**config.mk**
```make
export PLATFORM = sky130hd
export DESIGN_NAME = ascii_uart_tx
export DESIGN_NICKNAME = d
export VERILOG_FILES = /design/src/rtl/ascii_uart_tx.sv
export SDC_FILE = /design/constraint.sdc
export NUM_CORES = 1
export LEC_CHECK = 0
export BUFFER_PORTS_ARGS = -buffer_cell sky130_fd_sc_hd__buf_2
export CORE_MARGIN = 2
export CORE_UTILIZATION = 55
export DETAILED_ROUTE_END_ITERATION = 7
export HOLD_SLACK_MARGIN = 0.06
export PLACE_DENSITY = 0.78
export SYNTH_ARGS = -nofsm -noshare
export SYNTH_HDL_FRONTEND = slang
export SYNTH_SLANG_ARGS = --single-unit
```
**constraint.sdc**
```tcl
create_clock -name clk -period 3 [get_ports clk]
set_input_delay 0.3 -clock clk [delete_from_list [all_inputs] [get_ports clk]]
set_output_delay 0.3 -clock clk [all_outputs]
set_load 0.1 [all_outputs]
```
**src/rtl/ascii_uart_tx.sv**
```systemverilog
// Serialises a captured 7-character ASCII word (optionally followed by CR, LF)
// as back-to-back UART 8N1 frames, most significant character first.
module ascii_uart_tx #(
    parameter int CLKS_PER_BIT = 434,
    parameter int APPEND_CRLF  = 1
) (
    input  logic        clk,
    input  logic        rst_n,
    input  logic [55:0] ascii_in,
    input  logic        send,
    output logic        ready,
    output logic        busy,
    output logic        done,
    output logic        tx,
    output logic [1:0]  state_dbg_o
);

    localparam int CW = $clog2(CLKS_PER_BIT);
    localparam logic [CW-1:0] CNT_MAX = CW'(CLKS_PER_BIT - 1);
    localparam logic [3:0] LAST_FRAME = (APPEND_CRLF != 0) ? 4'd8 : 4'd6;

    typedef enum logic [1:0] {
        IDLE  = 2'd0,
        START = 2'd1,
        DATA  = 2'd2,
        STOP  = 2'd3
    } state_t;

    // Handshake: a transmission is accepted on the rising edge where send=1
    // and ready=1; while busy=1 send is ignored entirely.
    state_t          state_q;
    logic [55:0]     buf_q;
    logic [CW-1:0]   cnt_q;
    logic [2:0]      bit_q;
    logic [3:0]      frame_q;
    logic            tx_q;
    logic            ready_q;
    logic            done_q;
    logic [7:0]      cur_byte;

    always_comb begin
        cur_byte = 8'h00;
        case (frame_q)
            4'd0:    cur_byte = buf_q[55:48];
            4'd1:    cur_byte = buf_q[47:40];
            4'd2:    cur_byte = buf_q[39:32];
            4'd3:    cur_byte = buf_q[31:24];
            4'd4:    cur_byte = buf_q[23:16];
            4'd5:    cur_byte = buf_q[15:8];
            4'd6:    cur_byte = buf_q[7:0];
            4'd7:    cur_byte = 8'h0D;
            4'd8:    cur_byte = 8'h0A;
            default: cur_byte = 8'h00;
        endcase
    end

    always_ff @(posedge clk or negedge rst_n) begin
        if (!rst_n) begin
            state_q <= IDLE;
            buf_q   <= '0;
            cnt_q   <= '0;
            bit_q   <= '0;
            frame_q <= '0;
            tx_q    <= 1'b1;
            ready_q <= 1'b1;
            done_q  <= 1'b0;
        end else begin
            done_q <= 1'b0;
            case (state_q)
                IDLE: begin
                    tx_q <= 1'b1;
                    if (send) begin
                        buf_q   <= ascii_in;
                        state_q <= START;
                        tx_q    <= 1'b0;
                        ready_q <= 1'b0;
                        cnt_q   <= '0;
                        bit_q   <= '0;
                        frame_q <= '0;
                    end
                end
                START: begin
                    if (cnt_q == CNT_MAX) begin
                        cnt_q   <= '0;
                        bit_q   <= '0;
                        state_q <= DATA;
                        tx_q    <= cur_byte[0];
                    end else begin
                        cnt_q <= cnt_q + 1'b1;
                    end
                end
                DATA: begin
                    if (cnt_q == CNT_MAX) begin
                        cnt_q <= '0;
                        if (bit_q == 3'd7) begin
                            state_q <= STOP;
                            tx_q    <= 1'b1;
                        end else begin
                            bit_q <= bit_q + 3'd1;
                            tx_q  <= cur_byte[bit_q + 3'd1];
                        end
                    end else begin
                        cnt_q <= cnt_q + 1'b1;
                    end
                end
                STOP: begin
                    if (cnt_q == CNT_MAX) begin
                        cnt_q <= '0;
                        // Next start bit follows the stop bit with no idle gap.
                        if (frame_q == LAST_FRAME) begin
                            state_q <= IDLE;
                            ready_q <= 1'b1;
                            done_q  <= 1'b1;
                        end else begin
                            frame_q <= frame_q + 4'd1;
                            state_q <= START;
                            tx_q    <= 1'b0;
                        end
                    end else begin
                        cnt_q <= cnt_q + 1'b1;
                    end
                end
                default: state_q <= IDLE;
            endcase
        end
    end

    assign ready       = ready_q;
    assign busy        = ~ready_q;
    assign done        = done_q;
    assign tx          = tx_q;
    assign state_dbg_o = state_q;

endmodule

```
==> impl_table.tex <==
\begin{tabular}{lr}
\hline
Metric & Value \\
\hline
\multicolumn{2}{l}{\textbf{Die}} \\
Die area & approximately 7800 um2 \\
Number of rows created at floorplan & 30 \\
Die width & 88.4 um \\
Core region area & between 6000 and 7000 um2 \\
Number of top-level design ports & 65 \\
Die Ht & between 80 and 90 um \\
Effective utilization at floorplan & 0.574 \\
\multicolumn{2}{l}{\textbf{Timing}} \\
Final Slew Violations & 0 \\
Tcrit/Tclk final & 0.796 \\
Final hold violations & 0 \\
Post-Route Skew & 0.00747 ns \\
Least-Margin Pin Slew & 0.929 ns \\
Timing-limited maximum frequency & approximately 420 MHz \\
Shortest period the worst path allows & approximately 2.4 ns \\
Unrepaired setup endpoints after global routing & no \\
Setup-violating endpoint count in the final report & 0 \\
Summed negative setup slack over all endpoints & 0 ns \\
Worst slew slack as a fraction of its limit & 0.381 \\
Hold slack final & approximately 0.062 ns \\
\multicolumn{2}{l}{\textbf{Routing}} \\
DR vias/cell & between 5 and 6 \\
Final routed DRC violation total & 0 \\
Antenna viol nets, final & 0 \\
Total detailed-routing wirelength & between 8000 and 9000 um \\
Vias & $\sim$2800 \\
Length of the first detailed-routing pass in iterations & 5 \\
Violation count after the first detailed-route iteration & approximately 160 \\
Wirelength per Cell & between 15 and 20 um \\
\multicolumn{2}{l}{\textbf{CTS}} \\
Post-CTS repair timing setup buffer count & 0 \\
Buffer cell driving the clock tree root & sky130\_fd\_sc\_hd\_\_clkbuf\_8 \\
Maximum clock insertion buffer count & 2 \\
Clock insertion delay at the later pin of the skew report & 0.36 ns \\
Resized cells post-CTS & 0 \\
Clock tree from TritonCTS & yes \\
Total number of H-tree levels & 3 \\
Cts-stage hold buffer count & 0 \\
Total clock sinks & 77 \\
CTS clk-pin slew, worst paths & 0.08 ns \\
Total CTS buffers & 9 \\
\multicolumn{2}{l}{\textbf{Placement}} \\
Port buffer count & between 60 and 70 \\
Final GP Congestion & 0.889 \\
Hpwl dp & about 5900 um \\
\multicolumn{2}{l}{\textbf{Status}} \\
Status & completed \\
\multicolumn{2}{l}{\textbf{Synth}} \\
Total number of yosys warnings & 0 \\
Syn Area/Cell & 11.4 um2 \\
Sequential fraction of the synthesis area & 0.492 \\
Post-synthesis cell area & just under 4000 um2 \\
Most used flip-flop cell after synthesis & sky130\_fd\_sc\_hd\_\_dfrtp\_1 \\
Cells after synthesis & between 300 and 400 \\
Asr flop ratio synth & 1.00 \\
Number of enable-type register cells in the synthesized netlist & 0 \\
Number of synthesized register bits & 77 \\
Yosys cell types & 46 \\
Number of nets in the synthesized netlist & around 420 \\
\multicolumn{2}{l}{\textbf{Layout}} \\
Final-layout fill cell count & about 560 \\
Area occupied by multi-input gates & between 1500 and 2000 um2 \\
Finished Core Util & 0.657 \\
Share of final-layout standard cells stronger than drive strength 1 & 0.371 \\
ANT cells & 0 \\
Final \#Nets & roughly 470 \\
Total area of sequential cells & 1930 um2 \\
Synthesis-to-finish area growth & 14.6\% \\
\multicolumn{2}{l}{\textbf{Critical path}} \\
Endpoint required time on the critical path & approximately 3.3 ns \\
Reg2Reg Depth & 8 \\
Worst-case register-to-register setup slack & slightly above 0.6 ns \\
Category of the critical setup timing path & reg -> reg \\
Worst setup SP type & flip-flop \\
Maximum net fanout on the critical path & 17 \\
First element of the critical path & frame\_q[0] \\
Nature of the critical path endpoint & flip-flop \\
Data arrival, critical path & 2.66 ns \\
Reg2Reg Capture Point & tx \\
Reg-to-Reg Start & frame\_q[0] \\
\multicolumn{2}{l}{\textbf{Power}} \\
Leakage power of the design & roughly 2.3 nW \\
Ratio of total power to cell area & approximately 430 nW/um2 \\
Maximum vdd ir drop & 0.335 mV \\
\multicolumn{2}{l}{\textbf{Global routing}} \\
Combined global-route utilization of all metal layers & 0.230 \\
Number of global-route vias before repair & $\sim$2800 \\
Wire length of the first global-routing pass & around 14000 um \\
Initial antenna violation count & 0 \\
Pin count of the biggest net entering global routing & 78 \\
Total congestion overflow after global routing & 0 \\
\multicolumn{2}{l}{\textbf{Min path}} \\
Worst hold-check path type & in -> async \\
\multicolumn{2}{l}{\textbf{Flow run}} \\
Number of max-capacitance violations reported & 0 \\
\hline
\end{tabular}
-- kinds of logic (layout without fill, tap and decap cells) --
logic type               Yosys count  after routing  synth area share
AO/OA/AOI/OAI                     65             65             0.119
flip-flops                        77             77             0.492
XOR/XNOR                           8              8            0.0179
AND/OR/NAND/NOR                   90             90             0.116
adder cells (fa/ha/maj)           13             13            0.0415
multiplexers                      62             62             0.177
buffers and inverters             30             92            0.0364
-- sequential cells by signal (all words and copies together) (netlist names) --
name and cells:
ready 1, done 1, buf_q 56, state_dbg_o 2
bit_q 3, tx 1, frame_q 4, cnt_q 9
-- worst max path at each step --
stage / cells past startpoint / slack, ns / end
2_1_floorplan: 6 / 0.34 / buf_q[10]
3_3_place_gp: 8 / 0.74 / tx
3_5_place_dp: 8 / 0.61 / tx
4_1_cts: 8 / 0.61 / tx
5_1_grt: 8 / 0.41 / tx
6_report: 8 / 0.61 / tx
-- layout by cell type (no fill, tap or decap), types with 6 or more instances in the layout --
cell type                  Yosys  routed
sky130_fd_sc_hd__a22oi_1       9       9
sky130_fd_sc_hd__nand4_1       7       7
sky130_fd_sc_hd__ha_1         13      13
sky130_fd_sc_hd__buf_2        12      63
sky130_fd_sc_hd__nor2_1       26      26
sky130_fd_sc_hd__o21ai_0      17      17
sky130_fd_sc_hd__a21oi_1      16      16
sky130_fd_sc_hd__dfrtp_1      75      75
sky130_fd_sc_hd__clkbuf_8      0      11
sky130_fd_sc_hd__nand2b_1      6       6
sky130_fd_sc_hd__inv_1        10      10
sky130_fd_sc_hd__nand2_1      25      24
sky130_fd_sc_hd__mux2_2       59      59
-- metal layers --
layer / vias to the layer above / GRT usage / wire length, um / share of wire
met5: - / 0 / 0 / 0
met4: 0 / 0.0702 / 124 / 0.015
met3: 12 / 0.0662 / 445 / 0.054
met2: 89 / 0.383 / 4080 / 0.50
met1: 1376 / 0.293 / 3520 / 0.43
li1: 1358 / - / - / -
-- stage by stage --
| stage | setup WS, ns | cell area (um2) | total power [mW] | cells |
|---|---|---|---|---|
| 2_1_floorplan | 0.335 | 3920 | 1.06 | 345 |
| 6_report | 0.611 | 4490 | 1.93 | 503 |
| 5_1_grt | 0.412 | 4490 | 2.00 | 503 |
| 3_5_place_dp | 0.610 | 4270 | 1.12 | 487 |
| 3_3_place_gp | 0.739 | 4270 | 1.12 | 487 |
| 4_1_cts | 0.615 | 4490 | 1.95 | 503 |
-- final cells by class --
type                    instances  area share
flip-flops and latches         77       0.430
well taps                      96      0.0267
clock buffers                  11      0.0337
clock inverters                 5      0.0145
multi-input cells             238       0.412
repair buffers                 66      0.0752
inverters                      10     0.00836
-- power by group --
| part | switching (mW) | total (mW) | internal [mW] |
|---|---|---|---|
| clock | 0.400 | 0.838 | 0.438 |
| sequential | 0 | 1.04 | 1.04 |
| combinational | 0.0301 | 0.0573 | 0.0272 |
| total | 0.430 | 1.93 | 1.50 |
-- worst max-delay path: stages (launching register included) --
cell,delay (ns)
sky130_fd_sc_hd__dfrtp_1,0.40
sky130_fd_sc_hd__inv_1,0.10
sky130_fd_sc_hd__ha_1,0.41
sky130_fd_sc_hd__a222oi_1,0.38
sky130_fd_sc_hd__nand2_1,0.14
sky130_fd_sc_hd__a2111oi_4,0.38
sky130_fd_sc_hd__o32ai_1,0.17
sky130_fd_sc_hd__a221oi_2,0.22
sky130_fd_sc_hd__o41ai_2,0.11
-- cells in the mapped netlist (3+ instances only) --
cell type | instances | area share
sky130_fd_sc_hd__mux2_2 | 59 | 0.17
sky130_fd_sc_hd__buf_2 | 12 | 0.015
sky130_fd_sc_hd__nand3_1 | 5 | 0.0064
sky130_fd_sc_hd__a21oi_1 | 16 | 0.020
sky130_fd_sc_hd__a22oi_1 | 9 | 0.017
sky130_fd_sc_hd__nand2b_1 | 6 | 0.0096
sky130_fd_sc_hd__xor2_1 | 3 | 0.0067
sky130_fd_sc_hd__nand3b_1 | 4 | 0.0077
sky130_fd_sc_hd__mux2i_1 | 3 | 0.0077
sky130_fd_sc_hd__nand4_1 | 7 | 0.011
sky130_fd_sc_hd__inv_1 | 10 | 0.0096
sky130_fd_sc_hd__a222oi_1 | 5 | 0.013
sky130_fd_sc_hd__ha_1 | 13 | 0.042
sky130_fd_sc_hd__nor2_1 | 26 | 0.025
sky130_fd_sc_hd__nand2_1 | 25 | 0.024
sky130_fd_sc_hd__o21ai_0 | 17 | 0.022
sky130_fd_sc_hd__nor3_1 | 5 | 0.0064
sky130_fd_sc_hd__xnor2_1 | 5 | 0.011
sky130_fd_sc_hd__clkbuf_1 | 5 | 0.0048
sky130_fd_sc_hd__dfrtp_1 | 75 | 0.48
(Power assumes the default switching activity.)
